File: src/rtl/breakthecode_pkg.sv
// Shared types and sizes for the code-breaking game datapath.
// DIGIT_W is the width of one hex digit, COUNT_W is wide enough for any A/B count.
package breakthecode_pkg;

    localparam int DIGIT_W            = 4;
    localparam int COUNT_W            = 4;
    localparam int NUM_DIGITS_DEFAULT = 4;

    typedef enum logic [1:0] {
        IDLE    = 2'd0,
        EXACT   = 2'd1,
        PARTIAL = 2'd2,
        DONE    = 2'd3
    } scorer_state_t;

endpackage

File: src/rtl/first_match_finder.sv
// Combinational search for the lowest secret position that is still unused
// and holds the given guess digit. The result is returned one-hot so the
// caller can OR it straight into the used mask.
module first_match_finder
    import breakthecode_pkg::*;
#(
    parameter int NUM_DIGITS = NUM_DIGITS_DEFAULT
)
(
    input  logic [DIGIT_W*NUM_DIGITS-1:0] secret,
    input  logic [NUM_DIGITS-1:0]         sused,
    input  logic [DIGIT_W-1:0]            digit,
    output logic                          found,
    output logic [NUM_DIGITS-1:0]         hit
);

    logic [NUM_DIGITS-1:0] cand;

    // Every unused position whose digit equals the searched digit is a candidate
    generate
        for (genvar gi = 0; gi < NUM_DIGITS; gi++) begin : g_cand
            assign cand[gi] = !sused[gi] && (secret[gi*DIGIT_W +: DIGIT_W] == digit);
        end
    endgenerate

    // Isolate the lowest set candidate bit (two's complement trick)
    assign found = |cand;
    assign hit   = cand & (~cand + NUM_DIGITS'(1));

endmodule

File: src/rtl/code_scorer.sv
// Scores a guess against the stored secret: one EXACT cycle for positional
// matches, then NUM_DIGITS PARTIAL cycles resolving the remaining digits
// against unused secret positions, then DONE publishes A/B/code_break.
// Optional feature macro: CODE_SCORER_GUESS_CHECK_EN (reject guesses with a
// digit above 9; the rejected guess reports in 3 cycles with A=B=0).
module code_scorer
    import breakthecode_pkg::*;
#(
    parameter int NUM_DIGITS = NUM_DIGITS_DEFAULT
)
(
    input  logic                          clk,
    input  logic                          resetb,
    input  logic                          load_secret,
    input  logic [DIGIT_W*NUM_DIGITS-1:0] secret,
    input  logic                          score_req,
    input  logic [DIGIT_W*NUM_DIGITS-1:0] guess,
    output logic                          busy,
    output logic                          score_valid,
    output logic [COUNT_W-1:0]            correct_code,
    output logic [COUNT_W-1:0]            correct_loc,
    output logic                          code_break,
    output logic                          guess_invalid
);

    localparam int CODE_W = DIGIT_W * NUM_DIGITS;
    localparam int IDX_W  = $clog2(NUM_DIGITS);

    scorer_state_t          state_q, state_d;
    logic [CODE_W-1:0]      secret_q, secret_d;
    logic [CODE_W-1:0]      guess_q, guess_d;
    logic [NUM_DIGITS-1:0]  sused_q, sused_d;
    logic [NUM_DIGITS-1:0]  gused_q, gused_d;
    logic [COUNT_W-1:0]     acc_a_q, acc_a_d;
    logic [COUNT_W-1:0]     acc_b_q, acc_b_d;
    logic [IDX_W-1:0]       idx_q, idx_d;
    logic                   busy_q, busy_d;
    logic                   score_valid_q, score_valid_d;
    logic [COUNT_W-1:0]     correct_code_q, correct_code_d;
    logic [COUNT_W-1:0]     correct_loc_q, correct_loc_d;
    logic                   code_break_q, code_break_d;

    logic [NUM_DIGITS-1:0]  exact_vec;
    logic [COUNT_W-1:0]     exact_cnt;
    logic [DIGIT_W-1:0]     cur_digit;
    logic                   found;
    logic [NUM_DIGITS-1:0]  hit;
    logic                   take_hit;

    // Positional comparison of guess and secret digits
    generate
        for (genvar gi = 0; gi < NUM_DIGITS; gi++) begin : g_exact
            assign exact_vec[gi] = guess_q[gi*DIGIT_W +: DIGIT_W] == secret_q[gi*DIGIT_W +: DIGIT_W];
        end
    endgenerate

    // Popcount of positional matches, loaded into both accumulators
    always_comb begin
        exact_cnt = '0;
        for (int i = 0; i < NUM_DIGITS; i++) begin
            exact_cnt = exact_cnt + COUNT_W'(exact_vec[i]);
        end
    end

    // Select the guess digit currently being resolved
    always_comb begin
        cur_digit = '0;
        for (int i = 0; i < NUM_DIGITS; i++) begin
            if (idx_q == IDX_W'(i)) begin
                cur_digit = guess_q[i*DIGIT_W +: DIGIT_W];
            end
        end
    end

    first_match_finder #(
        .NUM_DIGITS (NUM_DIGITS)
    ) u_finder (
        .secret (secret_q),
        .sused  (sused_q),
        .digit  (cur_digit),
        .found  (found),
        .hit    (hit)
    );

`ifdef CODE_SCORER_GUESS_CHECK_EN
    logic                   bad_q, bad_d;
    logic                   invalid_q, invalid_d;
    logic [NUM_DIGITS-1:0]  digit_over9;

    // A digit above 9 cannot be shown on the decimal seven-segment path
    generate
        for (genvar gi = 0; gi < NUM_DIGITS; gi++) begin : g_over9
            assign digit_over9[gi] = guess_q[gi*DIGIT_W +: DIGIT_W] > DIGIT_W'(9);
        end
    endgenerate

    assign take_hit      = found && !gused_q[idx_q] && !bad_q;
    assign guess_invalid = invalid_q;
`else
    assign take_hit      = found && !gused_q[idx_q];
    assign guess_invalid = 1'b0;
`endif

    // Next-state and datapath update for the scoring sequence
    always_comb begin
        state_d        = state_q;
        secret_d       = secret_q;
        guess_d        = guess_q;
        sused_d        = sused_q;
        gused_d        = gused_q;
        acc_a_d        = acc_a_q;
        acc_b_d        = acc_b_q;
        idx_d          = idx_q;
        busy_d         = busy_q;
        score_valid_d  = 1'b0;
        correct_code_d = correct_code_q;
        correct_loc_d  = correct_loc_q;
        code_break_d   = code_break_q;
`ifdef CODE_SCORER_GUESS_CHECK_EN
        bad_d          = bad_q;
        invalid_d      = invalid_q;
`endif
        case (state_q)
            IDLE: begin
                // busy stays up through the score_valid cycle; strobes there are dropped
                if (busy_q) begin
                    busy_d = 1'b0;
                end else begin
                    if (load_secret) begin
                        secret_d = secret;
                    end
                    if (score_req) begin
                        guess_d = guess;
                        busy_d  = 1'b1;
                        state_d = EXACT;
                    end
                end
            end
            EXACT: begin
                sused_d = exact_vec;
                gused_d = exact_vec;
                acc_a_d = exact_cnt;
                acc_b_d = exact_cnt;
                idx_d   = '0;
                state_d = PARTIAL;
`ifdef CODE_SCORER_GUESS_CHECK_EN
                // A rejected guess spends a single inert PARTIAL cycle so it reports in 3 cycles
                bad_d = |digit_over9;
                if (|digit_over9) begin
                    idx_d = IDX_W'(NUM_DIGITS - 1);
                end
`endif
            end
            PARTIAL: begin
                if (take_hit) begin
                    sused_d = sused_q | hit;
                    acc_a_d = acc_a_q + COUNT_W'(1);
                end
                if (idx_q == IDX_W'(NUM_DIGITS - 1)) begin
                    state_d = DONE;
                end else begin
                    idx_d = idx_q + IDX_W'(1);
                end
            end
            DONE: begin
                correct_code_d = acc_a_q;
                correct_loc_d  = acc_b_q;
                code_break_d   = acc_b_q == COUNT_W'(NUM_DIGITS);
                score_valid_d  = 1'b1;
                state_d        = IDLE;
`ifdef CODE_SCORER_GUESS_CHECK_EN
                invalid_d = bad_q;
                if (bad_q) begin
                    correct_code_d = '0;
                    correct_loc_d  = '0;
                    code_break_d   = 1'b0;
                end
`endif
            end
            default: state_d = IDLE;
        endcase
    end

    // State registers; reset aborts any scoring pass immediately
    always_ff @(posedge clk or negedge resetb) begin
        if (!resetb) begin
            state_q        <= IDLE;
            secret_q       <= '0;
            guess_q        <= '0;
            sused_q        <= '0;
            gused_q        <= '0;
            acc_a_q        <= '0;
            acc_b_q        <= '0;
            idx_q          <= '0;
            busy_q         <= 1'b0;
            score_valid_q  <= 1'b0;
            correct_code_q <= '0;
            correct_loc_q  <= '0;
            code_break_q   <= 1'b0;
`ifdef CODE_SCORER_GUESS_CHECK_EN
            bad_q          <= 1'b0;
            invalid_q      <= 1'b0;
`endif
        end else begin
            state_q        <= state_d;
            secret_q       <= secret_d;
            guess_q        <= guess_d;
            sused_q        <= sused_d;
            gused_q        <= gused_d;
            acc_a_q        <= acc_a_d;
            acc_b_q        <= acc_b_d;
            idx_q          <= idx_d;
            busy_q         <= busy_d;
            score_valid_q  <= score_valid_d;
            correct_code_q <= correct_code_d;
            correct_loc_q  <= correct_loc_d;
            code_break_q   <= code_break_d;
`ifdef CODE_SCORER_GUESS_CHECK_EN
            bad_q          <= bad_d;
            invalid_q      <= invalid_d;
`endif
        end
    end

    assign busy         = busy_q;
    assign score_valid  = score_valid_q;
    assign correct_code = correct_code_q;
    assign correct_loc  = correct_loc_q;
    assign code_break   = code_break_q;

endmodule
File: config.mk
export PLATFORM = sky130hd
export DESIGN_NAME = code_scorer
export DESIGN_NICKNAME = d
export VERILOG_FILES = /design/src/rtl/breakthecode_pkg.sv /design/src/rtl/first_match_finder.sv /design/src/rtl/code_scorer.sv
export SDC_FILE = /design/constraint.sdc
export NUM_CORES = 1
export LEC_CHECK = 0
export BUFFER_PORTS_ARGS = -buffer_cell sky130_fd_sc_hd__buf_4
export CAP_MARGIN = 20
export CELL_PAD_IN_SITES_DETAIL_PLACEMENT = 1
export CELL_PAD_IN_SITES_GLOBAL_PLACEMENT = 2
export CORE_ASPECT_RATIO = 1.75
export CORE_MARGIN = 1.5
export CORE_UTILIZATION = 35
export DETAILED_ROUTE_END_ITERATION = 10
export PLACE_DENSITY = 0.8
export SETUP_SLACK_MARGIN = 0.1
export SLEW_MARGIN = 20
export SYNTH_ARGS = -nofsm -noshare
export SYNTH_HDL_FRONTEND = slang
export SYNTH_SLANG_ARGS = --single-unit
File: constraint.sdc
create_clock -name clk -period 2.3 [get_ports clk]
set_input_delay 0.46 -clock clk [delete_from_list [all_inputs] [get_ports clk]]
set_output_delay 0.46 -clock clk [all_outputs]
set_load 0.01 [all_outputs]
==> flow_summary.ini, run 1 <==
[die]
die_h_um = 131
dieWidth_um = 76.0
core_area_mm2 = 0.00904
pin_count = 48
rows = 46
floorplan.initialDensity = 0.361
dieArea_mm2 = 0.00993

[worst_hold_path]
hold_class = in2async

[power_and_ir_drop]
p_sw_frac = 0.370
internal_power_of_the_cells_mw = 4.95
worst_ir_drop_vdd_uv = 892
pwr-share-clk = 0.187
psw_mw = 2.91
flop_pwr_share = 0.261
power.density_mw_per_mm2 = 1680
p_comb_frac = 0.552
power_leakage_nw = 2.11

[job]
drv_cap = 0

[yosys]
number_of_enable_type_register_cells_in_the_synthesized_netlist = 0
synthesis.yosys.warnings = 0
async_reset_ff_frac = 1.00
synthesis.instances = 263
yosysSeqAreaShare = 0.468
synth.lib_cells_used.distinct = 45
ys_seq_elements = 61
syn-mean-instance-area_um2 = 12.4
ys_dominant_reg_cell = dfrtp_1
mappedNetlistArea_mm2 = 0.00326

[critical_path]
crit_path_cell_trace = inv_4 -> ha_4 -> nand3b_1 -> a211oi_4 -> buf_6 -> mux2_4 -> and4_1 -> or4b_1 -> a22oi_2
setup.worst_path.class = reg2reg
slack_of_the_worst_reg_to_reg_path_ns = -0.29
timing.critical_path.slowest_stage_cell = or4b_1
critPathMaxStageDelay_ns = 0.52
path_max_fanout = 8
crit_arrival_ns = 2.84
critical_path.endpoint_type = flop
path_delay_family = simple AND/OR/NAND/NOR gates
timing.critical_path.from_type = flop
cp_data_required_time_ns = 2.55
path_buf_inv = 2

[cells_and_area]
area_delta_synth_final_pct = 43.9
layoutNonFillerInstCount = 491
insertedDiodeCount = 0
mostFrequentLayoutCells = buf_4 (92), dfrtp_1 (59), mux2_2 (41), xnor2_1 (17), inv_1 (14)
layout.cells.most_common = buf_4
design.final.nets = 414
drive_above_1_share = 0.547
final_core_utilization = 0.519

[timing]
shortest_period_the_worst_path_allows_ns = 2.59
setup_slack_ns = -0.293
fin_worst_skew_ns = 0.00557
fmaxAchievable_ghz = 0.386
max_slew.worst_pin.slew_ns = 0.787
period_share = 1.13
slew_violations = 0
max-slew-margin-rel = 0.475
report.final.setup_viol = 9
hold_violations = 0
grt_setup_unrepaired = yes
fin_hold_ws_ns = 0.209

[grt]
maximum_number_of_pins_on_one_net_before_global_route_repair = 62
antenna_violations_before_repair = 0
grt_pass1_vias = 2789
grt_remaining_overflow = 0
grtUsageMet2 = 0.380
met3_usage = 0.0354
grt_first_pass_wirelength_mm = 13.9
grt_util_met1 = 0.168
globalRoute.busiestLayer = met2
grt.total_usage = 0.190

[detailed_routing]
ant_nets = 0
via_count = 2443
post-route-drc-count = 0
wire_length_per_cell_after_detailed_routing_um = 18.1
drt_iter0_markers = 82
drt-total-wl_mm = 8.88
drt_first_pass_iters = 3
avgViaCountPerCell = 4.98

[clock_network]
numCtsBuffers = 9
cts_htree_levels = 3
tritoncts = built
cts.clk_slew.worst_paths_ns = 0.05
cts.root.buffer_cell = clkbuf_16
clk_path_buf_depth = 2
cts_num_sinks = 61
insertion_delay_ns = 0.33
ctsHoldBuffers = 0

[place]
post-place-cells = 466
post-dp-hpwl_mm = 6.61
finalWeightedCongestion = 0.793
port-buffer-count = 45

[outcome]
outcome = complete, but fails checks
failing_checks = setup timing
==> per-stage QoR <==
step                cell area (um^2)  total power [mW]  setup slack [ns]  setup TNS [ns]
floorplan                       3320              4.23           -0.0609         -0.0778
global placement                4100              5.53            -0.255           -1.45
detailed placement              4100              5.67            -0.363           -2.16
CTS                             4590              7.58            -0.267           -1.54
global route                    4690              8.34            -0.393           -2.34
finish                          4690              7.86            -0.293           -1.43
==> worst paths after layout <==
path	startpoint	end	cells past startpoint
min in group clk	secret[13]	secret_q[13]	2
worst min register to register	correct_loc[0]	correct_loc[0]	1
worst min-delay path	resetb	busy	1
max in group asynchronous	resetb	idx_q[0]	1
worst max register to register	idx_q[1]	sused_q[3]	9
worst max-delay path	idx_q[1]	sused_q[3]	9
==> cell families (layout without fill, tap and decap cells) <==
family	Yosys count	in the layout	share of synthesized area
AO/OA/AOI/OAI	30	30	0.0917
XOR/XNOR	30	30	0.0806
adder cells (fa/ha/maj)	12	12	0.0483
buffers and inverters	26	133	0.0345
flip-flops	61	61	0.468
multiplexers	51	51	0.178
other	1	2	0.00115
AND/OR/NAND/NOR	52	52	0.0971
==> layout make-up <==
cell class              instances  area, um^2
multi-input cells             177        1840
flip-flops and latches         61        1530
repair buffers                 99         769
clock buffers                  12         256
well taps                     120         150
inverters                      18        75.1
clock inverters                 4        70.1
fillers                       982        4350
==> cell usage after synthesis, types with 2 or more instances <==
master	instances	area (um^2)
a211oi_1	5	37.5
a21oi_1	2	10.0
a221oi_1	2	17.5
a221oi_4	3	78.8
a41oi_1	2	17.5
buf_4	2	15.0
clkbuf_1	4	15.0
dfrtp_1	61	1530
ha_1	11	138
inv_1	18	67.6
mux2_2	46	518
mux2i_1	3	30.0
nand2_1	12	45.0
nand3b_1	5	37.5
nand4_1	5	31.3
nor2_1	10	37.5
nor2b_1	5	31.3
nor3_1	3	15.0
nor3b_2	4	50.1
nor4_1	2	12.5
o21ai_0	5	25.0
o31ai_1	2	15.0
xnor2_1	22	193
xor2_1	8	70.1
==> routing by layer <==
layer / wire length [um] / part of all wire / up-vias
met1: 2950 / 0.33 / 1223
met4: 463 / 0.052 / 0
li1: - / - / 1135
met5: 0 / 0 / -
met2: 5210 / 0.59 / 57
met3: 253 / 0.029 / 28
==> sequential cells by signal, indices dropped and copies added (netlist names) <==
signal and count:
sused_q 4, idx_q 2, acc_b_q 3, acc_a_q 4
score_valid 1, correct_loc 3, secret_q 16, code_break 1
correct_code 4, state_q 2, guess_q 16, busy 1
gused_q 4
==> worst register-to-register path, cell delays in order, from the launching register on <==
cell and delay (ns):
dfrtp_2 0.43, inv_4 0.07, ha_4 0.19, nand3b_1 0.21, a211oi_4 0.33, buf_6 0.16
mux2_4 0.30, and4_1 0.17, or4b_1 0.52, a22oi_2 0.13
==> power by group through the flow <==
stage | sequential [mW] | clock, mW | combinational (mW)
3_5_place_dp | 2.04 | 0 | 3.63
4_1_cts | 2.05 | 1.50 | 4.02
5_1_grt | 2.12 | 1.55 | 4.67
2_1_floorplan | 1.93 | 0 | 2.30
6_report | 2.06 | 1.47 | 4.34
3_3_place_gp | 2.02 | 0 | 3.51
==> what timing repair did <==
action                                  4_1_cts  5_1_grt
endpoints found under the setup margin       11       11
gates resized for setup                      22       21
pin swaps                                     7        8
setup buffers                                 7        3
(Power assumes the default switching activity.)
==> run 2, diff against run 1 <==
--- a/config.mk
+++ b/config.mk
@@ -5,15 +5,16 @@
 export SDC_FILE = /design/constraint.sdc
 export NUM_CORES = 1
 export LEC_CHECK = 0
+export ABC_AREA = 1
 export BUFFER_PORTS_ARGS = -buffer_cell sky130_fd_sc_hd__buf_4
 export CAP_MARGIN = 20
 export CELL_PAD_IN_SITES_DETAIL_PLACEMENT = 1
 export CELL_PAD_IN_SITES_GLOBAL_PLACEMENT = 2
 export CORE_ASPECT_RATIO = 1.75
 export CORE_MARGIN = 1.5
-export CORE_UTILIZATION = 35
+export CORE_UTILIZATION = 31
 export DETAILED_ROUTE_END_ITERATION = 10
-export PLACE_DENSITY = 0.8
+export PLACE_DENSITY = 0.79
 export SETUP_SLACK_MARGIN = 0.1
 export SLEW_MARGIN = 20
 export SYNTH_ARGS = -nofsm -noshare
==> run 2 against run 1 <==
Against the previous run: the run now ends clean; clock skew up 0.0040 ns; first-iteration DRC count rose by 44%; synthesized cell count grew 41%; sequential power shrank 4%; final cell count up 18%; final area fell by 3.7%; non-clock buffer count is 30 lower; largest cell class unchanged.
==> flow_summary.ini, run 2 <==
[clock_network]
cts.clk_slew.worst_paths_ns = 0.06
numCtsBuffers = 9
cts_htree_levels = 3
tritoncts = built
insertion_delay_ns = 0.34
cts.root.buffer_cell = clkbuf_16
clk_path_buf_depth = 2
ctsHoldBuffers = 0
cts_num_sinks = 61

[cells_and_area]
insertedDiodeCount = 0
area_delta_synth_final_pct = 36.3
layout.cells.most_common = buf_4
drive_above_1_share = 0.389
final_core_utilization = 0.436
final_design_area_no_fill_mm2 = 0.00452
top_regs = guess_q x16, secret_q x16
design.final.nets = 493
mostFrequentLayoutCells = buf_4 (67), nand2_1 (66), dfrtp_1 (58), inv_1 (27), nor2_1 (27)

[place]
port-buffer-count = 45
finalWeightedCongestion = 0.828
dp_slack_ns = -0.0797
post-dp-hpwl_mm = 6.67
post_dp_cell_area_mm2 = 0.00385

[job]
drv_cap = 0

[critical_path]
setup.worst_path.class = reg2reg
critical-path-top-cell-by-count = nand2_4
cp_data_required_time_ns = 2.52
critical_path.endpoint_type = flop
timing.critical_path.from_type = flop
critPathMaxStageDelay_ns = 0.47
path_delay_family = simple AND/OR/NAND/NOR gates
path_max_fanout = 8
crit_path_cell_trace = inv_4 -> ha_4 -> inv_4 -> nand2_2 -> nand3_2 -> nand2_4 -> nand2_4 -> or2_0 -> nand3_1 -> nor2_2 -> nor2_2 -> nand2_4 -> nand2_8 -> nand2_8 -> nand2_1 -> nand2_1
crit_arrival_ns = 2.42
timing.critical_path.slowest_stage_cell = dfrtp_2
path_buf_inv = 2

[power_and_ir_drop]
power.density_mw_per_mm2 = 1660
worst_ir_drop_vdd_uv = 675
power_leakage_nw = 2.19

[timing]
fin_hold_ws_ns = 0.195
grt_setup_unrepaired = yes
hold_violations = 0
shortest_period_the_worst_path_allows_ns = 2.21
period_share = 0.960
fmaxAchievable_ghz = 0.453
fin_worst_skew_ns = 0.00953
setup_slack_ns = 0.0911
max_slew.worst_pin.slew_ns = 0.786
max-slew-margin-rel = 0.476
report.final.setup_viol = 0
slew_violations = 0

[grt]
grt.total_usage = 0.174
grt_pass1_vias = 2966
grt_remaining_overflow = 0
maximum_number_of_pins_on_one_net_before_global_route_repair = 62
grt_first_pass_wirelength_mm = 14.6
antenna_violations_before_repair = 0

[yosys]
ys_top_cells_by_area = dfrtp_1 (46%), nand2_1 (9.4%), mux2_2 (8.2%)
synthesis.instances = 372
synth.lib_cells_used.distinct = 36
mappedNetlistArea_mm2 = 0.00331
number_of_enable_type_register_cells_in_the_synthesized_netlist = 0
synth_top_area_cell = dfrtp_1
ys_seq_elements = 61
synthesis.yosys.warnings = 0
synthMostInstantiatedCell = nand2_1
async_reset_ff_frac = 1.00
syn-mean-instance-area_um2 = 8.91
synth_top_cells_by_count = nand2_1 (83), dfrtp_1 (61), inv_1 (31)
yosysSeqAreaShare = 0.461
netlist.area_leader.share = 0.461
ys_dominant_reg_cell = dfrtp_1

[detailed_routing]
drt_first_pass_iters = 4
avgViaCountPerCell = 4.86
ant_nets = 0
wire_length_per_cell_after_detailed_routing_um = 16.1
via_count = 2804
drt-total-wl_mm = 9.26
drt_iter0_markers = 118
post-route-drc-count = 0

[die]
dieArea_mm2 = 0.0113
floorplan.initialDensity = 0.320
core_area_mm2 = 0.0104
pin_count = 48
dieWidth_um = 81.2
die_h_um = 140
rows = 49

[outcome]
outcome = finished, final reports clean

[worst_hold_path]
hold_class = in2async
-- run 2: cell types whose count changed after synthesis, sizes merged, moves of 4 or more --
cell    change
a221oi      -5
nand3      +27
a211oi      -6
inv        +15
nor2b       -6
mux2       -23
nand2      +85
o21ai       +7
nor2       +22
xnor2      -10
a21oi      +21
nor3b       -4
-- run 2: final cells by class --
| cell class | count | area [um^2] |
|---|---|---|
| fill | 1190 | 5850 |
| multi-input combinational | 270 | 1870 |
| sequential | 61 | 1530 |
| timing repair buffer | 69 | 534 |
| clock buffer | 12 | 246 |
| tap | 127 | 159 |
| inverter | 34 | 133 |
| clock inverter | 4 | 47.5 |
-- run 2: where the power goes --
group	switching, mW	internal, mW
Combinational	2.32	1.84
Clock	0.487	0.864
Sequential	0.439	1.54
-- run 2: layer usage --
layer,wire length (um),share of wire,GRT usage,vias up
li1,-,-,-,1355
met1,3290,0.35,0.175,1397
met2,5560,0.60,0.331,38
met3,230,0.025,0.0354,14
met4,189,0.020,0.0735,0
met5,0,0,0,-
-- run 2: per-stage QoR --
stage	setup TNS [ns]	power (mW)	cells
CTS	0	6.76	568
global route	0	8.10	577
detailed placement	-0.0888	5.20	546
finish	0	7.49	577
floorplan	0	4.20	373
global placement	-0.0397	5.10	546
-- run 2: worst register-to-register path, cell delays in order (launching register included) --
cell and delay [ns]:
dfrtp_2 0.47, inv_4 0.12, ha_4 0.18, inv_4 0.05, nand2_2 0.07, nand3_2 0.08, nand2_4 0.12, nand2_4 0.08
or2_0 0.20, nand3_1 0.08, nor2_2 0.06, nor2_2 0.15, nand2_4 0.09, nand2_8 0.09, nand2_8 0.09, nand2_1 0.09
nand2_1 0.06
-- run 2: worst paths after layout --
path                       startpoint           to  slack [ns]  depth (start not counted)
hold / removal                 resetb  score_valid        0.20                          1
min in group clk            secret[3]  secret_q[3]        0.36                          2
setup reg to reg             idx_q[1]   sused_q[2]        0.09                         16
hold reg to reg            gused_q[0]   gused_q[0]        0.49                          2
setup / recovery             idx_q[1]   sused_q[2]        0.09                         16
max in group asynchronous      resetb  secret_q[2]        1.56                          1
-- run 2: repair_timing --
action                                  4_1_cts  5_1_grt
resized for setup                            14       48
pin swaps                                     8       25
buffers inserted                              6        8
gates cloned                                  0        1
endpoints found under the setup margin        9        8
-- run 2: logic make-up (layout without fill, tap and decap cells) --
| group | count (synthesis) | after routing | synth area share |
|---|---|---|---|
| flip-flops | 61 | 61 | 0.461 |
| AO/OA/AOI/OAI | 40 | 40 | 0.0661 |
| AND/OR/NAND/NOR | 172 | 173 | 0.241 |
| other | 1 | 2 | 0.00113 |
| multiplexers | 24 | 24 | 0.0816 |
| adder cells (fa/ha/maj) | 12 | 12 | 0.0476 |
| buffers and inverters | 43 | 119 | 0.0514 |
| XOR/XNOR | 19 | 19 | 0.0502 |
==> run 3, diff against run 2 <==
--- a/config.mk
+++ b/config.mk
@@ -5,16 +5,15 @@
 export SDC_FILE = /design/constraint.sdc
 export NUM_CORES = 1
 export LEC_CHECK = 0
-export ABC_AREA = 1
 export BUFFER_PORTS_ARGS = -buffer_cell sky130_fd_sc_hd__buf_4
 export CAP_MARGIN = 20
 export CELL_PAD_IN_SITES_DETAIL_PLACEMENT = 1
 export CELL_PAD_IN_SITES_GLOBAL_PLACEMENT = 2
 export CORE_ASPECT_RATIO = 1.75
 export CORE_MARGIN = 1.5
-export CORE_UTILIZATION = 31
+export CORE_UTILIZATION = 35
 export DETAILED_ROUTE_END_ITERATION = 10
-export PLACE_DENSITY = 0.79
+export PLACE_DENSITY = 0.8
 export SETUP_SLACK_MARGIN = 0.1
 export SLEW_MARGIN = 20
 export SYNTH_ARGS = -nofsm -noshare
==> constraint.sdc (replaced) <==
create_clock -name clk -period 1.8 [get_ports clk]
set_input_delay 0.36 -clock clk [delete_from_list [all_inputs] [get_ports clk]]
set_output_delay 0.36 -clock clk [all_outputs]
set_load 0.01 [all_outputs]
==> run 3 against run 2 <==
Against the previous run: the run now ends with setup timing left; clock skew down 0.0028 ns; wire length rose by 3.0%; worst setup slack worse by 0.89 ns; non-clock buffer count up 44; power is 43% higher; combinational power grew 50%; via count fell by 9.7%; final area up 8.2%; sequential share of layout area decreased by 2.6 points; critical path depth shrank 6; worst hold slack lost 0.097 ns.
==> flow_summary.ini, run 3 (same netlist as run 1, synthesis figures left out) <==
[clock_network]
numCtsBuffers = 9
cts_htree_levels = 3
tritoncts = built
insertion_delay_ns = 0.34
ctsHoldBuffers = 0
cts_num_sinks = 61
cts.clk_slew.worst_paths_ns = 0.05
clk_path_buf_depth = 2
cts.root.buffer_cell = clkbuf_16

[critical_path]
cp_data_required_time_ns = 2.06
critical_path.endpoint_type = flop
path_max_fanout = 8
critPathMaxStageDelay_ns = 0.52
timing.critical_path.slowest_stage_cell = or4b_4
crit_path_cell_trace = inv_4 -> ha_4 -> buf_6 -> a211oi_4 -> a211oi_4 -> buf_6 -> mux2_4 -> and4_1 -> or4b_4 -> a22oi_2
crit_arrival_ns = 2.86
setup.worst_path.class = reg2reg
rr_startpoint = idx_q[1]
worstReg2RegEnd = sused_q[3]
timing.critical_path.from_type = flop
worst-r2r-cell-count = 10
slack_of_the_worst_reg_to_reg_path_ns = -0.80

[grt]
grt_first_pass_wirelength_mm = 14.8
grt_remaining_overflow = 0
maximum_number_of_pins_on_one_net_before_global_route_repair = 62
grt_pass1_vias = 2903
antenna_violations_before_repair = 0
grt.total_usage = 0.203

[detailed_routing]
ant_nets = 0
avgViaCountPerCell = 5.02
via_count = 2533
wire_length_per_cell_after_detailed_routing_um = 18.9
drt_first_pass_iters = 4
drt_iter0_markers = 102
post-route-drc-count = 0
drt-total-wl_mm = 9.54

[timing]
fmaxAchievable_ghz = 0.385
max_slew.worst_pin.slew_ns = 0.774
setup_slack_ns = -0.801
fin_worst_skew_ns = 0.00672
period_share = 1.44
max-slew-margin-rel = 0.484
fin_tns_setup_ns = -7.18
hold_violations = 0
report.final.setup_viol = 11
grt_setup_unrepaired = yes
slew_violations = 0
fin_hold_ws_ns = 0.0979
shortest_period_the_worst_path_allows_ns = 2.60

[power_and_ir_drop]
power.density_mw_per_mm2 = 2190
worst_ir_drop_vdd_uv = 1140
totalPowerFinal_mw = 10.7
power_leakage_nw = 2.19

[worst_hold_path]
hold_class = in2async

[die]
dieArea_mm2 = 0.00993
floorplan.initialDensity = 0.361
pin_count = 48
rows = 46
die_h_um = 131
dieWidth_um = 76.0
core_area_mm2 = 0.00904

[cells_and_area]
mostFrequentLayoutCells = buf_4 (102), dfrtp_1 (59), mux2_2 (41), xnor2_1 (16), inv_1 (14)
area_delta_synth_final_pct = 49.8
top_regs = guess_q x16, secret_q x16
drive_above_1_share = 0.587
insertedDiodeCount = 0
design.final.nets = 428
layout.cells.most_common = buf_4
final_core_utilization = 0.541
fillCellCount = 944
layoutNonFillerInstCount = 505

[job]
drv_cap = 0

[place]
port-buffer-count = 45
post-place-cells = 476
finalWeightedCongestion = 0.800
post-dp-hpwl_mm = 6.70

[outcome]
failing_checks = setup timing
outcome = complete, but fails checks
run 3: where the power goes:
group,total [mW],switching [mW],internal [mW]
registers,2.58,0.596,1.98
logic,6.23,2.81,3.41
clock network,1.88,0.598,1.28
run 3: how the worst max path moves through the flow:
stage,endpoint,start
after floorplan,sused_q[3],idx_q[1]
after global placement,sused_q[3],idx_q[0]
after detailed placement,acc_a_q[3],idx_q[1]
after CTS,sused_q[3],idx_q[0]
after global routing,sused_q[3],idx_q[0]
final,sused_q[3],idx_q[1]
run 3: critical path: cells and delay by family, from the launching register on:
kind | cells | cell delay (ns)
buffers and inverters | 3 | 0.38
muxes | 1 | 0.30
adders and majority gates | 1 | 0.19
AOI/OAI and AO/OA | 3 | 0.53
DFF | 1 | 0.45
and+or+nand+nor | 2 | 0.69
run 3: layout make-up:
| type | count | area (um^2) | share of cell area |
|---|---|---|---|
| Clock buffer | 12 | 256 | 0.0525 |
| Clock inverter | 4 | 70.1 | 0.0143 |
| Inverter | 18 | 75.1 | 0.0154 |
| Multi-Input combinational cell | 177 | 1900 | 0.388 |
| Sequential cell | 61 | 1530 | 0.313 |
| Tap cell | 120 | 150 | 0.0307 |
| Timing Repair Buffer | 113 | 907 | 0.186 |
run 3: per-layer routing:
layer	GRT usage	vias to the layer above	share of wire
met1	0.177	1267	0.32
met3	0.0438	33	0.033
met5	0	-	0
met4	0.146	0	0.061
li1	-	1163	-
met2	0.404	70	0.59
run 3: timing repair:
item / 4_1_cts / 5_1_grt
setup buffers: 7 / 8
pin swaps: 16 / 15
setup endpoints to repair: 11 / 36
gates resized for setup: 37 / 14
run 3: per-stage QoR:
step / instance area, um^2 / setup slack, ns
3_5_place_dp: 4220 / -0.853
4_1_cts: 4780 / -0.733
6_report: 4890 / -0.801
2_1_floorplan: 3340 / -0.561
3_3_place_gp: 4220 / -0.727
5_1_grt: 4890 / -0.907
